**src/rtl/win3_pkg.sv**
```systemverilog
// Shared types and constants for the 3x3 window serializer: FSM states,
// window geometry and the emission-order lookup.
package win3_pkg;

    typedef enum logic [1:0] {
        ACCEPT,
        WAIT_DST,
        EMIT
    } state_t;

    localparam int WIN_SIZE   = 3;
    localparam int WIN_PIXELS = WIN_SIZE * WIN_SIZE;

    typedef struct packed {
        logic [1:0] row;
        logic [1:0] col;
    } win_pos_t;

    // Column-major, oldest row first: idx 0..2 is column col-2, rows row-2..row.
    function automatic win_pos_t emit_pos(input logic [3:0] idx);
        win_pos_t p;
        p.col = 2'(idx / 4'd3);
        p.row = 2'(idx % 4'd3);
        return p;
    endfunction

endpackage

```
**src/rtl/line_buf.sv**
```systemverilog
// One line of pixel history: DEPTH x WIDTH RAM with a single shared address.
// The read is combinational, so a same-cycle write returns the previous contents.
module line_buf #(
    parameter int  WIDTH = 8,
    parameter int  DEPTH = 16,
    localparam int AW    = $clog2(DEPTH)
) (
    input  logic             clk,
    input  logic             we,
    input  logic [AW-1:0]    addr,
    input  logic [WIDTH-1:0] wr_data,
    output logic [WIDTH-1:0] rd_data
);

    logic [WIDTH-1:0] mem [DEPTH];

    assign rd_data = mem[addr];

    // NOTE: the array has no reset on purpose; the row/col gating keeps stale
    // contents from ever reaching the output, and a reset would block RAM mapping.
    always_ff @(posedge clk) begin
        if (we) begin
            mem[addr] <= wr_data;
        end
    end

endmodule

```
**src/rtl/win3_serializer.sv**
```systemverilog
// Builds a 3x3 neighbourhood per interior raster pixel and sends it as a 9-cycle
// burst on DO/DSO. Optional WIN_CNT window counter under `WIN3_STATS_EN`.
module win3_serializer
    import win3_pkg::*;
#(
    parameter int WIDTH = 8,
    parameter int IMG_W = 16,
    parameter int IMG_H = 16
) (
    input  logic             CLK,
    input  logic             RST,
    input  logic [WIDTH-1:0] DI,
    input  logic             DI_VALID,
    output logic             DI_READY,
    input  logic             DO_READY,
    output logic [WIDTH-1:0] DO,
    output logic             DSO
`ifdef WIN3_STATS_EN
    ,
    output logic [15:0]      WIN_CNT
`endif
);

    localparam int CW = $clog2(IMG_W);
    localparam int RW = $clog2(IMG_H);

    state_t           state, state_nx;
    logic [CW-1:0]    col;
    logic [RW-1:0]    row;
    logic [3:0]       k, k_nx;
    win_pos_t         pos_nx;
    logic [WIDTH-1:0] pix_nx;
    logic [WIDTH-1:0] lb0_rd, lb1_rd;
    logic [WIDTH-1:0] win [WIN_SIZE][WIN_SIZE];  // [row][col], index 0 = oldest
    logic             accept, col_last, row_last, win_ok, k_last;

    assign accept   = (state == ACCEPT) && DI_VALID;
    assign col_last = (col == CW'(IMG_W - 1));
    assign row_last = (row == RW'(IMG_H - 1));
    assign win_ok   = (row >= RW'(2)) && (col >= CW'(2));
    assign k_last   = (k == 4'(WIN_PIXELS - 1));
    assign DI_READY = (state == ACCEPT);

    // LB0 holds row-1, LB1 holds row-2; each accept pushes the column down one line.
    line_buf #(.WIDTH(WIDTH), .DEPTH(IMG_W)) u_lb0 (
        .clk    (CLK),
        .we     (accept),
        .addr   (col),
        .wr_data(DI),
        .rd_data(lb0_rd)
    );

    line_buf #(.WIDTH(WIDTH), .DEPTH(IMG_W)) u_lb1 (
        .clk    (CLK),
        .we     (accept),
        .addr   (col),
        .wr_data(lb0_rd),
        .rd_data(lb1_rd)
    );

    // NOTE: every signal driven here gets a default first so no latch is inferred.
    always_comb begin
        state_nx = state;
        k_nx     = '0;
        case (state)
            ACCEPT:   if (DI_VALID && win_ok) state_nx = WAIT_DST;
            WAIT_DST: if (DO_READY) state_nx = EMIT;
            EMIT: begin
                if (k_last) state_nx = ACCEPT;
                else        k_nx     = k + 4'd1;
            end
            default:  state_nx = ACCEPT;
        endcase
        pos_nx = emit_pos(k_nx);
        pix_nx = win[pos_nx.row][pos_nx.col];
    end

    // NOTE: sequential state uses non-blocking assignments so every register
    // samples the pre-edge values, independent of statement order.
    always_ff @(posedge CLK or posedge RST) begin
        if (RST) begin
            state <= ACCEPT;
            col   <= '0;
            row   <= '0;
            k     <= '0;
            DO    <= '0;
            DSO   <= 1'b0;
        end else begin
            state <= state_nx;
            k     <= k_nx;
            if (accept) begin
                if (col_last) begin
                    col <= '0;
                    row <= row_last ? '0 : row + RW'(1);
                end else begin
                    col <= col + CW'(1);
                end
            end
            // DO/DSO are loaded for the cycle the FSM is about to spend in EMIT.
            if (state_nx == EMIT) begin
                DO  <= pix_nx;
                DSO <= 1'b1;
            end else begin
                DO  <= '0;
                DSO <= 1'b0;
            end
        end
    end

    always_ff @(posedge CLK) begin
        if (accept) begin
            for (int r = 0; r < WIN_SIZE; r++) begin
                win[r][0] <= win[r][1];
                win[r][1] <= win[r][2];
            end
            win[0][2] <= lb1_rd;
            win[1][2] <= lb0_rd;
            win[2][2] <= DI;
        end
    end

`ifdef WIN3_STATS_EN
    // The finished frame's count stays readable until the next frame's first
    // pixel; only then does it restart from zero.
    always_ff @(posedge CLK or posedge RST) begin
        if (RST) begin
            WIN_CNT <= '0;
        end else if (accept && (row == '0) && (col == '0)) begin
            WIN_CNT <= '0;
        end else if ((state == EMIT) && k_last && (WIN_CNT != 16'hFFFF)) begin
            WIN_CNT <= WIN_CNT + 16'd1;
        end
    end
`endif

endmodule
```
**config.mk**
```make
export PLATFORM = sky130hd
export DESIGN_NAME = win3_serializer
export DESIGN_NICKNAME = d
export VERILOG_FILES = /design/src/rtl/win3_pkg.sv /design/src/rtl/line_buf.sv /design/src/rtl/win3_serializer.sv
export SDC_FILE = /design/constraint.sdc
export NUM_CORES = 1
export LEC_CHECK = 0
export ABC_AREA = 1
export ABC_CLOCK_PERIOD_IN_PS = 4300
export BUFFER_PORTS_ARGS = -buffer_cell sky130_fd_sc_hd__buf_2
export CAP_MARGIN = 10
export CORE_ASPECT_RATIO = 1.75
export CORE_UTILIZATION = 63
export DETAILED_ROUTE_END_ITERATION = 7
export PLACE_DENSITY = 0.81
export SLEW_MARGIN = 20
export SYNTH_ARGS = -nofsm -noshare
export SYNTH_HDL_FRONTEND = slang
export SYNTH_HIERARCHICAL = 1
export SYNTH_SLANG_ARGS = --single-unit
```
**constraint.sdc**
```tcl
create_clock -name CLK -period 4.3 [get_ports CLK]
set_clock_uncertainty 0.1 [all_clocks]
set_input_delay 0.645 -clock CLK [delete_from_list [all_inputs] [get_ports CLK]]
set_output_delay 0.645 -clock CLK [all_outputs]
set_load 0.01 [all_outputs]
```
---- Yosys cells after proc, flatten, opt, wreduce, memory -nomap -nowiden ----
Memory sizes are Yosys's and may differ from the RTL's.
Index checks and enable logic that the tools add are counted.
operators by class
  $add $sub $neg .......................... 3
  div/mod/pow operators ................... 2
  $lt $le $gt $ge ......................... 3
  equal/unequal tests ..................... 6
  multiplexer cells ....................... 15
  bitwise gates (word level) .............. 1
  reduce and logical (&&, ||, !) cells .... 5
operators with widths
  cell                                                                number
  two-way mux 8 bit                                                   3
  binary-select mux 8 bit (select 2 bit)                              1
  two-way mux 4 bit                                                   4
  adder 4 x 1 -> 4 bit (second input constant)                        3
  == test 4 bit (second input constant)                               3
  greater-or-equal comparator 4 x 2 -> 1 bit (second input constant)  2
  two-way mux 2 bit                                                   3
  one-hot mux 2 bit (3 select lines)                                  1
  divider 4 x 2 -> 4 bit (second input constant)                      1
  == test 2 bit (second input constant)                               2
  remainder unit 4 x 2 -> 4 bit (second input constant)               1
  greater-or-equal comparator 3 bit (second input constant)           1
  logical AND 1 bit                                                   3
  two-way mux 1 bit                                                   3
  NOT 2 -> 3 bit                                                      1
  == test 2 x 1 -> 1 bit (second input constant)                      1
  logical NOT 2 bit                                                   1
  AND reduction 2 bit                                                 1
word-level totals
  register bits ........................... 23
  memory bits (writable) .................. 328
  bits of input ports ..................... 12
  output and inout bits ................... 10
  logic and storage cells ................. 44
  memories kept ........................... 3
memories
  memory     words  width  rd ports  clocked after Yosys merged registers in  write ports  RTL line               RTL
  u_lb0.mem  16     8      1         0                                        1            line_buf.sv:15         logic [WIDTH-1:0] mem [DEPTH];
  u_lb1.mem  16     8      1         0                                        1            line_buf.sv:15
  win        3      24     4         0                                        3            win3_serializer.sv:34  logic [WIDTH-1:0] win [WIN_SIZE][WIN_SIZE];

---- Longest topological paths before layout ----
  depth in word-level cells ............... 9
  depth in mapped cells ................... 28
  depth with buffers taken out ............ 26

---- Cells and area by module ----
Netlist, hierarchy kept.
by module, submodules not included
  module           times used  cells each  area each (um2)
  line_buf         2           540         5,432.7
  win3_serializer  1           390         4,172.8

---- Worst setup path after synthesis ----
No wires, ideal clock.
  path type ............................... reg-to-reg
  start ................................... reg state[0]
  end ..................................... mem u_lb0.mem[3][0] (enable)
  library setup time ...................... 0.371 ns
  arrival time ............................ 3.203 ns
  required time ........................... 3.829 ns
  path slack .............................. 0.626 ns
  stages on the path, launching flop included .. 6
  path buffers ............................ 0
  clock period less this slack ............ 3.674 ns
  cell sequence ........................... dfrtp_1 nor2_1 nand2_1 inv_1 nand3_1 nor2_1
on the way
  word-level cells in the longest chain between the ends .. 4
RTL lines
  what                                     RTL line               RTL
  start: declaration                       win3_serializer.sv:27  state_t state, state_nx;
  start signal: assignment                 win3_serializer.sv:89  state <= state_nx;
  logical NOT 2 bit                        -
  via DI_READY                             win3_serializer.sv:14  output logic DI_READY,
  logical AND 1 bit                        win3_serializer.sv:37  assign accept = (state == ACCEPT) && DI_VALID;
  via accept                               win3_serializer.sv:35  logic accept, col_last, row_last, win_ok, k_last;
  two-way mux 1 bit                        line_buf.sv:22         if (we) begin
  two-way mux 1 bit (implied by the code)  line_buf.sv:23         mem[addr] <= wr_data;
  end: declaration                         line_buf.sv:15
The timed path passes the listed nets, and every way through them passes these cells.

---- Worst setup path in the final report ----
  start ................................... reg k[0]
  end ..................................... reg DO[2]
on the way
  word-level cells in the longest chain between the ends .. 9
  elaborated cells between the ends (all ways) .. 15
  those cells by class .................... add/sub: 1; div: 2; eq/ne: 2; mux: 8; bitwise: 1; memory: 1
RTL lines
  what                                                                            RTL line                                      RTL
  start: declaration                                                              win3_serializer.sv:30                         logic [3:0] k, k_nx;
  start signal: assignment                                                        win3_serializer.sv:90                         k <= k_nx;
  adder 4 x 1 -> 4 bit / == test 4 bit (equally long branches)                    win3_serializer.sv:70, win3_serializer.sv:41
  two-way mux 4 bit                                                               win3_serializer.sv:69                         if (k_last) state_nx = ACCEPT;
  two-way mux 4 bit                                                               win3_serializer.sv:65                         case (state)
  remainder unit 4 x 2 -> 4 bit / divider 4 x 2 -> 4 bit (equally long branches)  win3_pkg.sv:23, win3_pkg.sv:22
  memory read (3 x 24 bit) / NOT 2 -> 3 bit (equally long branches)               -
  binary-select mux 8 bit (select 2 bit)                                          win3_serializer.sv:75                         pix_nx = win[pos_nx.row][pos_nx.col];
  two-way mux 8 bit (implied by the code) (2 in series)                           win3_serializer.sv:75
  two-way mux 8 bit *                                                             win3_serializer.sv:100                        if (state_nx == EMIT) begin
  end signal: assignment                                                          win3_serializer.sv:101                        DO <= pix_nx;
  end: declaration                                                                win3_serializer.sv:16                         output logic [WIDTH-1:0] DO,
Mark *: on every way between the ends. The rest lies on a longest branch, timed or not. The select of a mux whose other input is x is not followed.
A chain may end at the register's enable or synchronous reset.

==> flow_summary.ini <==
[critical_path]
rr_startpoint = k[0]
crit-reg2reg-capture = DO[2]
worst_path_max_delay_cell = sky130_fd_sc_hd__dfrtp_1
path_max_fanout = 32
path_buf_inv = 6
timing.critical_path.arrival_ns = 4.30
crit_start_category = flop
critical_path.endpoint_type = flop
worst-setup-path-type = reg -> reg
worst-endpoint-required_ns = 4.63
cp_common_cell = sky130_fd_sc_hd__ha_1
rr_worst_depth = 24
regToRegSetupSlack_ns = 0.34
critical_path.cell_chain = inv_1 > ha_1 > nand3_1 > nand2_1 > inv_1 > nand3_1 > ha_1 > ha_1 > inv_1 > ha_1 > nand2_2 > nand2_1 > nand2_2 > inv_2 > ha_1 > inv_1 > nand3_2 > o21ai_2 > buf_6 > nand3_1 > nand2_1 > nand2_1 > nor2_1 > nor2_1
crit_path_max_incr_delay_ns = 0.39
critical_path.top_delay_family = simple AND/OR/NAND/NOR gates

[synth]
synthMostInstantiatedCell = sky130_fd_sc_hd__nand2_1
share_of_synthesized_area_spent_on_multiplexers_pct = 0
synth_flop_cell = sky130_fd_sc_hd__edfxtp_1
postSynth.asyncResetShare_pct = 6.553
complex_gate_fraction_of_the_synthesized_area_pct = 0.6407
yosys_warnings = 6
ys_seq_area_share_pct = 69.32
synth_largest_area_cell = sky130_fd_sc_hd__edfxtp_1
synthesis.area_per_instance_um2 = 10.23
synth_simple_gate_area_share_pct = 24.47
netlist_top_cells_area = sky130_fd_sc_hd__edfxtp_1 65%, sky130_fd_sc_hd__nand2_1 20%, sky130_fd_sc_hd__dfrtp_1 3.8%
synth.net_count = 1494
post_synth_xor_xnor_area_pct = 0.2912
synth_top_family_by_area = simple AND/OR/NAND/NOR gates
synth_area_mm2 = 0.01504
synth_adder_area_share_pct = 0.9984
synth.top_cell.area_share_pct = 65.50
yosys_register_bits = 351
most_frequent_cells_after_synthesis = 793 x sky130_fd_sc_hd__nand2_1, 328 x sky130_fd_sc_hd__edfxtp_1, 84 x sky130_fd_sc_hd__inv_1
synth_edf_count = 328
synthCells = 1470
netlist_cell_types = 30

[drt]
drt-vias-per-instance = 5.393
vias = 9745
drt_first_pass_iters = 5
detail_route.wirelength_um = 31380
routedWlPerCell_um = 17.37
drt_first_iter_violations = 628
remaining_drc_errors = 0
number_of_nets_still_failing_antenna_checks_after_routing = 0

[layout]
insertedDiodeCount = 0
layout.nets = 1505
drive_gt1_share_pct = 6.520
layout-area-overhead-vs-synth_pct = 8.520

[clock_network]
cts.reportedPaths.clkPinSlew_ns = 0.07
cts_tree = yes
cts_made_buffers = 29
clock-root-buffer = sky130_fd_sc_hd__clkbuf_16
number_of_sinks_on_the_clock_net = 351
clock_tree.htree_level_count = 1
max-clock-path-buffers = 3
worst_skew_pair.late_latency_ns = 0.56
cts_setup_buffers = 0

[global_route]
first_global_vias = 9541
initial_antenna_violation_count = 0
grt.met3_usage_pct = 2.263
grtUsageMet1_pct = 28.95
wire_length_of_the_first_global_routing_pass_um = 48800
global_route.peak_usage_layer = met2
gr-usage-all-layers_pct = 26.44
met2_use_gr_pct = 49.62
grt-ovfl-total = 0
largest_net_degree_at_the_start_of_global_routing = 73

[timing]
hold_viol_final = 0
worst-slew-pin-transition_ns = 0.9857
setup_total_negative_slack_ns = 0
grt_setup_unrepaired = no
layout_setup_ws_ns = 0.3361
timing.final.setup_violations = 0
hold_slack_ns = 0.2209
slew_viol_final = 0
period_needed_ns = 3.964
relSlewSlack_pct = 34.21
timing.final.crit_share_pct = 92.18
fmax_ghz = 0.2523

[place]
pre_cts_ws_ns = 0.3068
place.port_buffers = 21
finalWeightedCongestion = 0.8574
detailed_place_hpwl_um = 20810

[power]
power.switching_mw = 4.286
p_comb_share_pct = 31.2
ir_worst_vdd_v = 0.0005857
power.leakage_nw = 7.027
sw_frac_of_total_pct = 36.79
clock_power_share_pct = 23.7
power_frac_seq_pct = 45.2
power_density_mw_per_mm2 = 713.7
internal_power_mw = 7.362

[run_status]
run_status = finished clean

[floorplan]
design.portCount = 22
floorplan_core_area_mm2 = 0.02343
dieArea_mm2 = 0.02452
initial_core_util_pct = 64.20
die_x_um = 118.8
row_count = 74
fp.dieH_um = 206.4

[hold_path]
hold_path_class = in -> async

[flow_run]
max-cap-violations = 0
==> per-layer routing <==
| layer | up-vias | part of all wire, % |
|---|---|---|
| li1 | 4747 | - |
| met3 | 103 | 4.5 |
| met2 | 346 | 55 |
| met5 | - | 0 |
| met1 | 4549 | 35 |
| met4 | 0 | 5.7 |
==> repair_timing <==
item,in CTS,in global routing
hold buffers,0,0
gates resized for setup,0,3
endpoints found under the setup margin,0,5
==> flip-flops by register name (all words and copies together), names as in the netlist <==
name / count
u_lb0/mem: 128
u_lb1/mem: 128
win: 72
DO: 8
col: 4
k: 4
row: 4
state: 2
DSO: 1
==> worst reg2reg max path, stage by stage (launching register included) <==
cell and delay, ns:
sky130_fd_sc_hd__dfrtp_1 0.39, sky130_fd_sc_hd__inv_1 0.11, sky130_fd_sc_hd__ha_1 0.16, sky130_fd_sc_hd__nand3_1 0.11, sky130_fd_sc_hd__nand2_1 0.11, sky130_fd_sc_hd__inv_1 0.06, sky130_fd_sc_hd__nand3_1 0.14, sky130_fd_sc_hd__ha_1 0.20
sky130_fd_sc_hd__ha_1 0.15, sky130_fd_sc_hd__inv_1 0.05, sky130_fd_sc_hd__ha_1 0.22, sky130_fd_sc_hd__nand2_2 0.24, sky130_fd_sc_hd__nand2_1 0.10, sky130_fd_sc_hd__nand2_2 0.16, sky130_fd_sc_hd__inv_2 0.07, sky130_fd_sc_hd__ha_1 0.19
sky130_fd_sc_hd__inv_1 0.11, sky130_fd_sc_hd__nand3_2 0.23, sky130_fd_sc_hd__o21ai_2 0.20, sky130_fd_sc_hd__buf_6 0.25, sky130_fd_sc_hd__nand3_1 0.11, sky130_fd_sc_hd__nand2_1 0.07, sky130_fd_sc_hd__nand2_1 0.06, sky130_fd_sc_hd__nor2_1 0.20
sky130_fd_sc_hd__nor2_1 0.07
==> layout make-up <==
type / count / area (um^2)
clock inverter: 21 / 262.8
tap: 304 / 380.4
sequential: 351 / 10430
timing repair buffer: 32 / 191.4
fill: 1628 / 7106
multi-input combinational: 977 / 3980
inverter: 90 / 337.8
clock buffer: 32 / 737.0
==> power by group through the flow <==
| stage | Combinational, mW | Clock (mW) | Sequential (mW) |
|---|---|---|---|
| after floorplan | 2.66 | 0 | 5.09 |
| after global placement | 3.48 | 0 | 5.32 |
| after detailed placement | 3.57 | 0 | 5.33 |
| after CTS | 3.60 | 2.79 | 5.26 |
| after global routing | 4.05 | 2.91 | 5.31 |
| final | 3.63 | 2.76 | 5.26 |
==> worst max-delay path by stage <==
stage               slack (ns)               to      from  cells past startpoint
finish                    0.34            DO[2]      k[0]                     24
global route              0.03            DO[2]      k[0]                     25
CTS                       0.26            DO[2]      k[0]                     25
detailed placement        0.31            DO[2]      k[0]                     25
global placement          0.51            DO[0]      k[0]                     24
floorplan                 0.63  u_lb0/mem[3][0]  state[0]                      5
==> metrics by stage <==
stage	total power [mW]	instances	instance area, um^2	util [%]
global placement	8.801	1754	15310	65.34
floorplan	7.750	1470	15040	-
global route	12.27	1807	16320	69.67
CTS	11.65	1807	16310	69.61
finish	11.65	1807	16320	69.67
detailed placement	8.904	1754	15310	65.34
==> kinds of logic after synthesis <==
logic type,count (synthesis)
compound gates,18
fa+ha+maj,12
flops,351
simple gates,942
buf+inv,142
xor+xnor,5
==> layout by cell type, fill, tap and decap left out, types with 2 or more instances in the layout <==
cell type,instances
sky130_fd_sc_hd__buf_4,10
sky130_fd_sc_hd__nand2_2,5
sky130_fd_sc_hd__edfxtp_1,328
sky130_fd_sc_hd__clkinv_1,7
sky130_fd_sc_hd__bufinv_16,6
sky130_fd_sc_hd__inv_2,5
sky130_fd_sc_hd__or2_1,2
sky130_fd_sc_hd__dfrtp_1,21
sky130_fd_sc_hd__clkbuf_1,3
sky130_fd_sc_hd__nor4_1,2
sky130_fd_sc_hd__nor2_1,71
sky130_fd_sc_hd__nand2_1,793
sky130_fd_sc_hd__nand3_2,3
sky130_fd_sc_hd__or2_0,6
sky130_fd_sc_hd__inv_1,83
sky130_fd_sc_hd__clkbuf_16,29
sky130_fd_sc_hd__clkinv_4,3
sky130_fd_sc_hd__nand2_4,2
sky130_fd_sc_hd__a21oi_1,3
sky130_fd_sc_hd__o21ai_0,12
sky130_fd_sc_hd__nand4_1,3
sky130_fd_sc_hd__buf_2,21
sky130_fd_sc_hd__xnor2_1,3
sky130_fd_sc_hd__clkinv_2,6
sky130_fd_sc_hd__or2_2,2
sky130_fd_sc_hd__ha_1,12
sky130_fd_sc_hd__xor2_1,2
sky130_fd_sc_hd__nand3_1,50
Note: power is estimated with default switching activity, not from simulation.
